`config.mk`:
```
export PLATFORM = sky130hd
export DESIGN_NAME = rf_write_arbiter
export DESIGN_NICKNAME = d
export VERILOG_FILES = /design/src/rtl/rf_write_arbiter.sv
export SDC_FILE = /design/constraint.sdc
export NUM_CORES = 1
export LEC_CHECK = 0
export BUFFER_PORTS_ARGS = -buffer_cell sky130_fd_sc_hd__buf_2
export CAP_MARGIN = 30
export CORE_MARGIN = 10
export CORE_UTILIZATION = 47
export CTS_BUF_LIST = sky130_fd_sc_hd__clkbuf_16
export CTS_CLUSTER_SIZE = 8
export DETAILED_ROUTE_END_ITERATION = 12
export PLACE_DENSITY = 0.84
export SETUP_SLACK_MARGIN = 0.15
export SLEW_MARGIN = 40
export SYNTH_ARGS = -nofsm -noshare
export SYNTH_HDL_FRONTEND = slang
export SYNTH_SLANG_ARGS = --single-unit
```
`constraint.sdc`:
```
create_clock -name Clk -period 2 [get_ports Clk]
set_input_delay 0.4 -clock Clk [delete_from_list [all_inputs] [get_ports Clk]]
set_output_delay 0.4 -clock Clk [all_outputs]
set_load 0.02 [all_outputs]
```
`src/rtl/rf_write_arbiter.sv`:
```
// -----------------------------------------------------------------------------
// rf_write_arbiter
//
// Owns the single register-file write port. After reset it can sweep WrAdr
// through registers 1..31 writing zero (register-file clear). After that it
// round-robin arbitrates between two writeback requesters, ALU (port 0) and
// load/memory (port 1). The winner is registered onto the write port, and
// writes to $zero are suppressed.
//
// Ports:
//   Clk, Reset_n            rising-edge clock, asynchronous active-low reset
//   Stall                   freeze: no grant this cycle (ignored during INIT)
//   Req0_Valid/Adr/Data     ALU writeback request
//   Req0_Ready              combinational grant to port 0
//   Req1_Valid/Adr/Data     load writeback request
//   Req1_Ready              combinational grant to port 1
//   WrEn, WrAdr, WrData     registered write port (WrAdr feeds the decoder)
//   InitDone                high once the clear sweep has finished (RUN)
//   Collision               one-cycle pulse: both valid to the same nonzero reg
// -----------------------------------------------------------------------------
module rf_write_arbiter #(
  parameter int unsigned DATA_W         = 32,
  parameter bit          CLEAR_ON_RESET = 1'b1
) (
  input  logic              Clk,
  input  logic              Reset_n,
  input  logic              Stall,
  input  logic              Req0_Valid,
  input  logic [4:0]        Req0_Adr,
  input  logic [DATA_W-1:0] Req0_Data,
  output logic              Req0_Ready,
  input  logic              Req1_Valid,
  input  logic [4:0]        Req1_Adr,
  input  logic [DATA_W-1:0] Req1_Data,
  output logic              Req1_Ready,
  output logic              WrEn,
  output logic [4:0]        WrAdr,
  output logic [DATA_W-1:0] WrData,
  output logic              InitDone,
  output logic              Collision
);

  typedef enum logic {
    ST_INIT = 1'b0,
    ST_RUN  = 1'b1
  } state_e;

  localparam state_e RESET_STATE = CLEAR_ON_RESET ? ST_INIT : ST_RUN;

  state_e            state_q, state_d;
  logic [4:0]        init_cnt_q, init_cnt_d;
  logic              ptr_q, ptr_d;          // 0 = port 0 favoured on a tie
  logic              wr_en_q, wr_en_d;
  logic [4:0]        wr_adr_q, wr_adr_d;
  logic [DATA_W-1:0] wr_data_q, wr_data_d;
  logic              collision_q, collision_d;
  logic              grant0, grant1;

  always_comb begin
    // NOTE: every signal written here gets a default first, so no path can
    // leave one unassigned and infer a latch.
    state_d     = state_q;
    init_cnt_d  = init_cnt_q;
    ptr_d       = ptr_q;
    wr_en_d     = 1'b0;
    wr_adr_d    = wr_adr_q;   // address/data hold when nothing is granted
    wr_data_d   = wr_data_q;
    collision_d = 1'b0;
    grant0      = 1'b0;
    grant1      = 1'b0;

    case (state_q)
      ST_INIT: begin
        // Clear sweep: one zero write per edge; requesters are never granted.
        wr_en_d    = 1'b1;
        wr_adr_d   = init_cnt_q;
        wr_data_d  = '0;
        init_cnt_d = init_cnt_q + 5'd1;
        if (init_cnt_q == 5'd31) begin
          state_d = ST_RUN;
        end
      end

      ST_RUN: begin
        if (!Stall) begin
          if (Req0_Valid && Req1_Valid) begin
            grant0      = ~ptr_q;
            grant1      = ptr_q;
            // Same target from both sides: the loser retries next cycle, so
            // the later write lands last in the register file.
            collision_d = (Req0_Adr == Req1_Adr) && (Req0_Adr != 5'd0);
          end else begin
            grant0 = Req0_Valid;
            grant1 = Req1_Valid;
          end
        end

        // A granted $zero target is consumed but never written.
        if (grant0) begin
          ptr_d     = 1'b1;
          wr_adr_d  = Req0_Adr;
          wr_data_d = Req0_Data;
          wr_en_d   = (Req0_Adr != 5'd0);
        end else if (grant1) begin
          ptr_d     = 1'b0;
          wr_adr_d  = Req1_Adr;
          wr_data_d = Req1_Data;
          wr_en_d   = (Req1_Adr != 5'd0);
        end
      end

      default: begin
        state_d = RESET_STATE;
      end
    endcase
  end

  // NOTE: state registers use non-blocking assignments so every flop samples
  // the values computed before the edge, independent of statement order.
  always_ff @(posedge Clk or negedge Reset_n) begin
    if (!Reset_n) begin
      state_q     <= RESET_STATE;
      init_cnt_q  <= 5'd1;
      ptr_q       <= 1'b0;
      wr_en_q     <= 1'b0;
      wr_adr_q    <= 5'd0;
      wr_data_q   <= '0;
      collision_q <= 1'b0;
    end else begin
      state_q     <= state_d;
      init_cnt_q  <= init_cnt_d;
      ptr_q       <= ptr_d;
      wr_en_q     <= wr_en_d;
      wr_adr_q    <= wr_adr_d;
      wr_data_q   <= wr_data_d;
      collision_q <= collision_d;
    end
  end

  assign Req0_Ready = grant0;
  assign Req1_Ready = grant1;
  assign WrEn       = wr_en_q;
  assign WrAdr      = wr_adr_q;
  assign WrData     = wr_data_q;
  assign InitDone   = (state_q == ST_RUN);
  assign Collision  = collision_q;

endmodule

```
==> metrics.md, run 1 <==
| Metric | Value |
|---|---|
| Outcome | finished, final reports clean |
| DP HPWL | 6190 um |
| Setup WS pre-CTS | 271 ps |
| Fraction of registers with async set or reset after synthesis | 100% |
| Slew Limit Fails | 0 |
| Synth Warn # | 0 |
| Worst Path Required | 1600 ps |
| Wire per inst | 18.3 um |
| Fin. Hold Viols | 0 |
| Synth Area per Inst | 9.68 um^2 |
| Number of global-route vias before repair | 2807 |
| Initial antenna violation count | 0 |
| Die height | 94.5 um |
| Final worst slack | 270 ps |
| Setup slack, reg-to-reg | 530 ps |
| Post-route insts no fill | 453 |
| Synthesis-stage register bit count | 46 |
| Starting Density | 47.9% |
| Main synth FF type | dfrtp_1 |
| Number of distinct library cells after synthesis | 39 |
| Tot GR Track Use | 18.1% |
| EDFF count, synth | 0 |
| H-Tree Depth | 2 |
| Residual DRC | 0 |
| Sequential share of power | 40.3% |
| Setup crit start | ptr_q |
| Largest net degree at the start of global routing | 38 |
| IO Pins | 121 |
| DRT antenna net count | 0 |
| CP endpoint kind | output port |
| DRT iter0 DRCs | 100 |
| Worst hold path type | primary input to asynchronous set/reset pin |
| Clock root buffer | clkbuf_16 |
| Mapped Cells | 269 |
| Clock power share | 33.9% |
| Critical path endpoint | Req0_Ready |
| Synth top area share | 43.2% |
| Lkg Pwr | 1.53 nW |
| First-pass GRT wire length | 13500 um |
| RR Startpoint | ptr_q |
| Arr. time, crit path | 1330 ps |
| Die Area | 0.00892 mm^2 |
| Layout area overhead | 31.4% |
| Slew margin rel. | 60.2% |
| CP max stage cell | dfrtp_1 |
| Synth Cell Area | 0.00260 mm^2 |
| Core Area | 0.00544 mm^2 |
| Setup TNS | 0 ps |
| Final Skew | 3.00 ps |
| Syn Nets | 350 |
| GPL Wtd Cong | 0.868 |
| Ant diodes | 0 |
| Skew-Pair Late Insertion Delay | 280 ps |
| Maximum vdd drop | 392 uV |
| Cell Int Power | 0.00191 W |
| Vias per Instance | 5.87 |
| DIE WIDTH | 94.5 um |
| Placed Instances | 443 |
| Top post-synthesis cells by area | dfrtp_1, o211ai_1, a31oi_1 |
| # setup viols final | 0 |
| Power per cell area | 799 mW/mm^2 |
| CTS Buffer Depth | 2 |
| Sequential share of the synthesized area | 44.2% |
| Share of cells above drive strength 1 | 39.9% |
| FF-to-FF path depth | 4 |
| Nets | 461 |
| Core Util, Final | 62.9% |
| Critical Path Source Type | register |
| Least-Margin Pin Slew | 598 ps |
| RSZ-0062 raised after global routing | false |
| Number of max-cap violations | 0 |
| Number of buffers created by CTS | 5 |
| Final min period | 1730 ps |
| P_sw | 0.000828 W |
| Synth area leader | dfrtp_1 |
| Fmax | 578 MHz |
| Via count | 2658 |
| Cell Chain, Critical Path | a21bo_1, nor3_4, buf_2 |
| Switching share of power | 30.3% |
| CP Max Fanout | 4 |
| Overall Power | 0.00273 W |
| CTS sink count | 46 |
| Rows | 27 |
| Setup CP Type | register to output port |
| Critical Path Max Stage Delay | 440 ps |
| Reg2reg end | WrAdr[0] |
| Remaining global-route overflow | 0 |
| WL final | 8280 um |
| Final period util | 86.5% |
| Total iterations of the first detailed-routing run | 4 |
| Logic pwr share | 25.8% |
| Port bufs | 120 |
| CTS tree | yes |
| Hold Buf Count CTS | 0 |
| Worst-path clk slew | 60 ps |
==> timing repair <==
item / 4_1_cts / 5_1_grt
buffers inserted: 0 / 2
endpoints found under the setup margin: 0 / 2
resized for setup: 0 / 1
==> per-stage QoR <==
stage	area [um^2]	hold WS [ps]
floorplan	2610	104
global placement	3230	431
detailed placement	3230	446
CTS	3400	145
finish	3420	121
global route	3420	163
==> cell type report <==
cell class,instances,area [um^2]
tap,72,90.1
fill,459,2020
clock buffer,5,125
timing repair buffer,136,733
inverter,2,7.51
clock inverter,3,41.3
multi-input combinational,189,1270
sequential,46,1150
==> power groups by stage <==
stage                     clock, W  sequential (W)  combinational (W)
after CTS                 0.000942         0.00110           0.000714
after detailed placement         0         0.00112           0.000712
after floorplan                  0         0.00125           0.000288
final                     0.000926         0.00110           0.000706
after global routing      0.000994         0.00112           0.000773
after global placement           0         0.00112           0.000698
==> cells by family after synthesis <==
| logic type | share of synthesized area [%] |
|---|---|
| AND/OR/NAND/NOR | 18.1 |
| AO/OA/AOI/OAI | 24.1 |
| flip-flops | 44.2 |
| buffers and inverters | 7.59 |
| XOR/XNOR | 2.69 |
| multiplexers | 2.40 |
| adder cells (fa/ha/maj) | 0.960 |
==> cell usage in the layout (no fill, tap or decap), drive strengths merged, types with 2 or more instances in the layout <==
master  synthesis  routed
o211ai         32      32
mux2            2       2
a31oi          32      32
o311a           5       5
ha              2       2
a21oi           4       4
mux2i           4       4
or3b            5       5
nand2           3       3
clkbuf          7       5
buf            25     136
nor2            4       4
nand3          33      33
o22a            4       4
or4             2       2
xnor2           8       8
dfrtp          45      45
nor3           33      33
nor2b           3       3
inv             2       3
==> flip-flops by register name, summed over array words and instances, names as in the netlist <==
register    count
WrAdr           5
WrEn            1
Collision       1
InitDone        1
WrData         32
ptr_q           1
init_cnt_q      5
==> layer usage <==
layer / wire length [um] / share of wire, % / global-route usage [%]
met4: 36 / 0.43 / 1.62
met2: 4160 / 50 / 31.7
met3: 671 / 8.1 / 5.31
met5: 0 / 0 / 0
met1: 3420 / 41 / 22.3
==> critical path, delay by kind of cell, from the launching register on <==
family	cells	cell delay (ps)
and+or+nand+nor	1	170
DFF	1	440
buffers and inverters	1	210
AOI/OAI and AO/OA	1	240
==> cell usage after synthesis (2+ instances only) <==
cell,count
o211ai_1,32
ha_1,2
nor2b_1,3
nand2_1,3
nor3_1,32
dfrtp_1,45
mux2_2,2
nand3_1,33
xnor2_1,8
buf_1,2
a21oi_1,4
or3b_1,5
buf_4,4
o311a_1,5
or4_1,2
clkbuf_1,7
nor2_1,4
o22a_1,4
a31oi_1,32
buf_2,14
buf_6,5
mux2i_1,4
==> worst min path at each step <==
stage                     startpoint            end  slack [ps]  cells after the start
after global placement       Reset_n       WrAdr[2]         430                      1
after global routing         Reset_n  init_cnt_q[2]         160                      1
final                        Reset_n       WrAdr[2]         120                      1
after detailed placement     Reset_n     WrData[30]         450                      1
after floorplan              Reset_n      Collision         100                      0
after CTS                    Reset_n  init_cnt_q[2]         140                      1
Power figures use the tool's default switching activity.
==> run 2: changes to the inputs <==
CTS_BUF_LIST = not set   (was sky130_fd_sc_hd__clkbuf_16)
REMOVE_ABC_BUFFERS = 1   (was not set)
==> run 2 against run 1 <==
  * Sequential cell count did not move
  * Total power fell by 13%
  * Wire length rose by 2.1%
  * Critical path depth did not move
  * Final cell count rose by 0.22%
  * Fmax fell by 3.4%
  * Utilization fell by 1.5 points
  * Largest cell class unchanged
==> metrics.md, run 2 (same netlist as run 1, synthesis figures left out) <==
| Metric | Value |
|---|---|
| DIE WIDTH | 94.5 um (unchanged) |
| Residual DRC | 0 (unchanged) |
| Least-Margin Pin Slew | 598 ps (about the same) |
| Sequential share of power | 46.3% (was 40.3%) |
| CP delay by family, top | flip-flops (unchanged) |
| Number of buffers created by CTS | 5 (unchanged) |
| Skew-Pair Late Insertion Delay | 290 ps (was 280 ps) |
| Initial antenna violation count | 0 (unchanged) |
| Nets | 462 (was 461) |
| Setup WS pre-CTS | 331 ps (was 271 ps) |
| Rows | 27 (unchanged) |
| IO Pins | 121 (unchanged) |
| RR Startpoint | init_cnt_q[0] (was ptr_q) |
| Vias per Instance | 5.88 (was 5.87) |
| Starting Density | 47.9% (unchanged) |
| Number of max-cap violations | 0 (unchanged) |
| Final Skew | 5.74 ps (was 3.00 ps) |
| DRT antenna net count | 0 (unchanged) |
| WL final | 8460 um (was 8280 um) |
| Worst-path clk slew | 80 ps (was 60 ps) |
| DRT iter0 DRCs | 159 (was 100) |
| Die Area | 0.00892 mm^2 (unchanged) |
| CP endpoint kind | output port (unchanged) |
| Fin. Hold Viols | 0 (unchanged) |
| Final period util | 89.6% (was 86.5%) |
| Ant diodes | 0 (unchanged) |
| Reg2reg end | init_cnt_q[4] (was WrAdr[0]) |
| Slew Limit Fails | 0 (unchanged) |
| Number of filler cells placed in the layout | 517 (was 459) |
| First-pass GRT wire length | 13400 um (was 13500 um) |
| FF-to-FF path depth | 4 (unchanged) |
| Commonest non-fill, non-tap cell in the layout | buf_2 (unchanged) |
| GPL Wtd Cong | 0.946 (was 0.868) |
| Logic pwr share | 29.9% (was 25.8%) |
| Critical Path Source Type | register (unchanged) |
| Worst path buffer plus inverter count | 1 (unchanged) |
| CTS Buffer Depth | 2 (unchanged) |
| Fmax | 558 MHz (was 578 MHz) |
| Layout area overhead | 28.3% (was 31.4%) |
| Tot GR Track Use | 18.3% (was 18.1%) |
| Largest net degree at the start of global routing | 37 (was 38) |
| Slew margin rel. | 60.1% (was 60.2%) |
| Remaining global-route overflow | 0 (unchanged) |
| Clock root buffer | clkbuf_8 (was clkbuf_16) |
| Final worst slack | 209 ps (was 270 ps) |
| Setup CP Type | register to output port (unchanged) |
| Max FFs per register | 32 (unchanged) |
| CP max stage cell | dfrtp_1 (unchanged) |
| Lkg Pwr | 1.50 nW (was 1.53 nW) |
| Wire per inst | 18.6 um (was 18.3 um) |
| Cell Chain, Critical Path | a21bo_1, nor3_4, buf_2 (unchanged) |
| P_sw | 0.000786 W (was 0.000828 W) |
| Outcome | finished, final reports clean (unchanged) |
| Most frequent cells in the layout | buf_2, dfrtp_1, nand3_1 (unchanged) |
| Maximum vdd drop | 511 uV (was 392 uV) |
| Worst hold path type | primary input to asynchronous set/reset pin (unchanged) |
| Number of global-route vias before repair | 2780 (was 2807) |
| Power per cell area | 714 mW/mm^2 (was 799 mW/mm^2) |
| Hold Buf Count CTS | 0 (unchanged) |
| Worst Path Required | 1600 ps (about the same) |
| Cell Int Power | 0.00160 W (was 0.00191 W) |
| CTS tree | yes (unchanged) |
| Critical Path Max Stage Delay | 450 ps (was 440 ps) |
| H-Tree Depth | 2 (unchanged) |
| Final min period | 1790 ps (was 1730 ps) |
| Port bufs | 120 (unchanged) |
| Setup slack, reg-to-reg | 510 ps (was 530 ps) |
| Core Area | 0.00544 mm^2 (unchanged) |
| Total iterations of the first detailed-routing run | 4 (unchanged) |
| Clock power share | 23.8% (was 33.9%) |
| DP HPWL | 6380 um (was 6190 um) |
| # setup viols final | 0 (unchanged) |
| Overall Power | 0.00238 W (was 0.00273 W) |
| Share of cells above drive strength 1 | 40.1% (was 39.9%) |
| CTS sink count | 46 (unchanged) |
| Arr. time, crit path | 1390 ps (was 1330 ps) |
| RSZ-0062 raised after global routing | true (was false) |
| CP Max Fanout | 5 (was 4) |
| Switching share of power | 32.9% (was 30.3%) |
| Die height | 94.5 um (unchanged) |
| Via count | 2668 (was 2658) |
==> run 2: layer usage <==
metal	global-route usage [%]	vias to the layer above	share of wire [%]
li1	-	1270	-
met1	22.1	1254	40
met2	31.1	134	50
met3	5.55	10	9.6
met4	4.86	0	1.1
met5	0	-	0
==> run 2: through the flow <==
stage	utilization, %	TNS (ps)	hold WS [ps]	area [um^2]	cells
6_report	61.4	0	110	3340	454
5_1_grt	61.4	0	149	3340	454
4_1_cts	61.3	0	121	3340	454
3_5_place_dp	59.7	0	445	3240	446
3_3_place_gp	59.7	0	440	3240	446
2_1_floorplan	-	-42630	104	2410	237
==> run 2: final cells by class <==
cell class / instances / area (um^2) / share of cell area [%]
multi-input combinational: 189 / 1270 / 38.0
clock inverter: 1 / 5.00 / 0.150
inverter: 2 / 7.51 / 0.225
tap: 72 / 90.1 / 2.70
clock buffer: 7 / 86.3 / 2.58
sequential: 46 / 1150 / 34.5
timing repair buffer: 137 / 728 / 21.8
==> run 2: worst max path at each step <==
stage	endpoint	from	cells past startpoint	slack, ps
floorplan	Req1_Ready	InitDone	3	-1570
global route	Req1_Ready	ptr_q	3	140
CTS	Req0_Ready	ptr_q	3	160
finish	Req0_Ready	ptr_q	3	210
global placement	Req0_Ready	Req0_Valid	4	370
detailed placement	Req0_Ready	Req0_Valid	4	330
==> run 2: power by group through the flow <==
stage	Sequential, W	Combinational [W]	Clock, W
final	0.00110	0.000713	0.000568
after global routing	0.00112	0.000776	0.000627
after CTS	0.00110	0.000719	0.000588
after detailed placement	0.00112	0.000718	0
after global placement	0.00111	0.000705	0
after floorplan	0.00125	0.000242	0
==> run 2: repair_timing <==
item | in CTS | in global routing
endpoints found under the setup margin | 0 | 2
resized for setup | 0 | 1
buffers inserted | 0 | 0
==> run 3: changes to the inputs <==
CORE_ASPECT_RATIO = 1.1   (was not set)
==> run 3 against run 2 <==
  * Largest cell class unchanged
  * Via count is 1.6% higher
  * Global-route usage grew 0.36 points
  * Final cell count increased by 1.5%
  * Combinational power down 0.7%
  * Wire length rose by 2.8%
==> metrics.md, run 3 (same netlist as run 1, synthesis figures left out) <==
| Metric | Value |
|---|---|
| Worst hold path type | primary input to asynchronous set/reset pin (unchanged) |
| Number of buffers created by CTS | 5 (unchanged) |
| CTS Buffer Depth | 2 (unchanged) |
| CTS tree | yes (unchanged) |
| Most frequent cells in the layout | buf_2, dfrtp_1, nand3_1 (unchanged) |
| Number of max-cap violations | 0 (unchanged) |
| DRT iter0 DRCs | 179 (was 159) |
| CTS sink count | 46 (unchanged) |
| FF-to-FF path depth | 5 (was 4) |
| Global-route met1 utilization | 23.6% (was 22.1%) |
| Slew Limit Fails | 0 (unchanged) |
| Register area | 0.00115 mm^2 (unchanged) |
| Skew-Pair Late Insertion Delay | 300 ps (was 290 ps) |
| Die Area | 0.00892 mm^2 (about the same) |
| Fmax | 557 MHz (was 558 MHz) |
| Residual DRC | 0 (unchanged) |
| Final period util | 89.7% (was 89.6%) |
| First-pass GRT wire length | 14100 um (was 13400 um) |
| Met3 Use GR | 4.36% (was 5.55%) |
| Setup slack, reg-to-reg | 480 ps (was 510 ps) |
| Die height | 98.1 um (was 94.5 um) |
| Lkg Pwr | 1.53 nW (was 1.50 nW) |
| Critical Path Max Stage Delay | 430 ps (was 450 ps) |
| # setup viols final | 0 (unchanged) |
| Hold Buf Count CTS | 0 (unchanged) |
| Fin. Hold Viols | 0 (unchanged) |
| CP endpoint kind | output port (unchanged) |
| CP Max Fanout | 6 (was 5) |
| RSZ-0062 raised after global routing | true (unchanged) |
| Power per cell area | 780 mW/mm^2 (was 714 mW/mm^2) |
| DIE WIDTH | 91.0 um (was 94.5 um) |
| DRT antenna net count | 0 (unchanged) |
| P_sw | 0.000822 W (was 0.000786 W) |
| Max FFs per register | 32 (unchanged) |
| Arr. time, crit path | 1390 ps (about the same) |
| RR Startpoint | ptr_q (was init_cnt_q[0]) |
| Logic pwr share | 26.5% (was 29.9%) |
| Setup crit start | ptr_q (unchanged) |
| DP HPWL | 6260 um (was 6380 um) |
| GRT met2 Usage | 31.1% (about the same) |
| Initial antenna violation count | 0 (unchanged) |
| Overall Power | 0.00267 W (was 0.00238 W) |
| Cell Chain, Critical Path | nor2b_1, nor2_1, buf_2 (was a21bo_1, nor3_4, buf_2) |
| H-Tree Depth | 2 (unchanged) |
| Nets | 466 (was 462) |
| Commonest non-fill, non-tap cell in the layout | buf_2 (unchanged) |
| Critical Path Source Type | register (unchanged) |
| Setup CP Type | register to output port (unchanged) |
| Final Skew | 8.53 ps (was 5.74 ps) |
| Area of the multi-input gates | 0.00126 mm^2 (was 0.00127 mm^2) |
| Instance count on the critical path | 3 (unchanged) |
| Switching share of power | 30.7% (was 32.9%) |
| Core Util, Final | 63.6% (was 61.4%) |
| Cell Int Power | 0.00185 W (was 0.00160 W) |
| Number of filler cells placed in the layout | 472 (was 517) |
| IO Pins | 121 (unchanged) |
| Outcome | finished, final reports clean (unchanged) |
| Clock power share | 32.3% (was 23.8%) |
| Starting Density | 48.3% (was 47.9%) |
| Final min period | 1790 ps (about the same) |
| Ant diodes | 0 (unchanged) |
| Maximum vdd drop | 478 uV (was 511 uV) |
| Wire per inst | 18.9 um (was 18.6 um) |
| GPL Wtd Cong | 0.877 (was 0.946) |
| Critical path endpoint | Req1_Ready (was Req0_Ready) |
| Tot GR Track Use | 18.7% (was 18.3%) |
| CP delay by family, top | simple AND/OR/NAND/NOR gates (was flip-flops) |
| Worst path buffer plus inverter count | 1 (unchanged) |
| Slew margin rel. | 63.8% (was 60.1%) |
| WL final | 8700 um (was 8460 um) |
| Total iterations of the first detailed-routing run | 4 (unchanged) |
| Largest net degree at the start of global routing | 37 (unchanged) |
| CP max stage cell | dfrtp_1 (unchanged) |
| Reg2reg end | WrData[2] (was init_cnt_q[4]) |
| Least-Margin Pin Slew | 543 ps (was 598 ps) |
| Worst-path clk slew | 90 ps (was 80 ps) |
| Via count | 2711 (was 2668) |
| Share of cells above drive strength 1 | 40.9% (was 40.1%) |
| Core Area | 0.00540 mm^2 (was 0.00544 mm^2) |
| Top Usage Layer GRT | met2 (unchanged) |
| Clock root buffer | clkbuf_8 (unchanged) |
| Number of global-route vias before repair | 2738 (was 2780) |
| Layout area overhead | 31.7% (was 28.3%) |
| Worst Path Required | 1600 ps (about the same) |
| Port bufs | 120 (unchanged) |
| Rows | 28 (was 27) |
| Vias per Instance | 5.88 (about the same) |
| Sequential share of power | 41.2% (was 46.3%) |
| Remaining global-route overflow | 0 (unchanged) |
==> run 3: cell type report <==
class | count | share of cell area [%]
multi-input combinational | 189 | 36.8
inverter | 2 | 0.219
timing repair buffer | 141 | 22.4
tap | 75 | 2.74
clock inverter | 2 | 1.75
clock buffer | 6 | 2.41
sequential | 46 | 33.6
==> run 3: stage by stage <==
step | hold slack [ps] | std cells | cell area (um^2) | setup slack, ps | TNS (ps)
3_5_place_dp | 409 | 447 | 3240 | 343 | 0
5_1_grt | 92.6 | 461 | 3430 | 130 | 0
2_1_floorplan | 104 | 237 | 2410 | -1570 | -42630
3_3_place_gp | 402 | 447 | 3240 | 383 | 0
6_report | 68.0 | 461 | 3430 | 205 | 0
4_1_cts | 74.0 | 455 | 3380 | 162 | 0
==> run 3: repair_timing <==
action	CTS	global route
setup buffers	0	6
setup endpoints to repair	0	3
resized for setup	0	1
==> run 3: metal layers <==
metal  up-vias  wire length, um
met4         0              116
li1       1271                -
met5         -                0
met2       151             4250
met3        15              671
met1      1274             3660
==> run 3: worst min-delay path by stage <==
stage             from  cells after the start         to
5_1_grt        Reset_n                      1   WrAdr[1]
2_1_floorplan  Reset_n                      0  Collision
3_3_place_gp   Reset_n                      1   WrAdr[1]
4_1_cts        Reset_n                      1   WrAdr[1]
6_report       Reset_n                      1   WrAdr[1]
3_5_place_dp   Reset_n                      1   WrAdr[1]
==> run 3: power by group through the flow <==
stage               logic [W]  registers [W]  clock network [W]
finish               0.000708        0.00110           0.000862
detailed placement   0.000713        0.00112                  0
floorplan            0.000242        0.00125                  0
global placement     0.000700        0.00111                  0
CTS                  0.000715        0.00110           0.000874
global route         0.000774        0.00112           0.000909
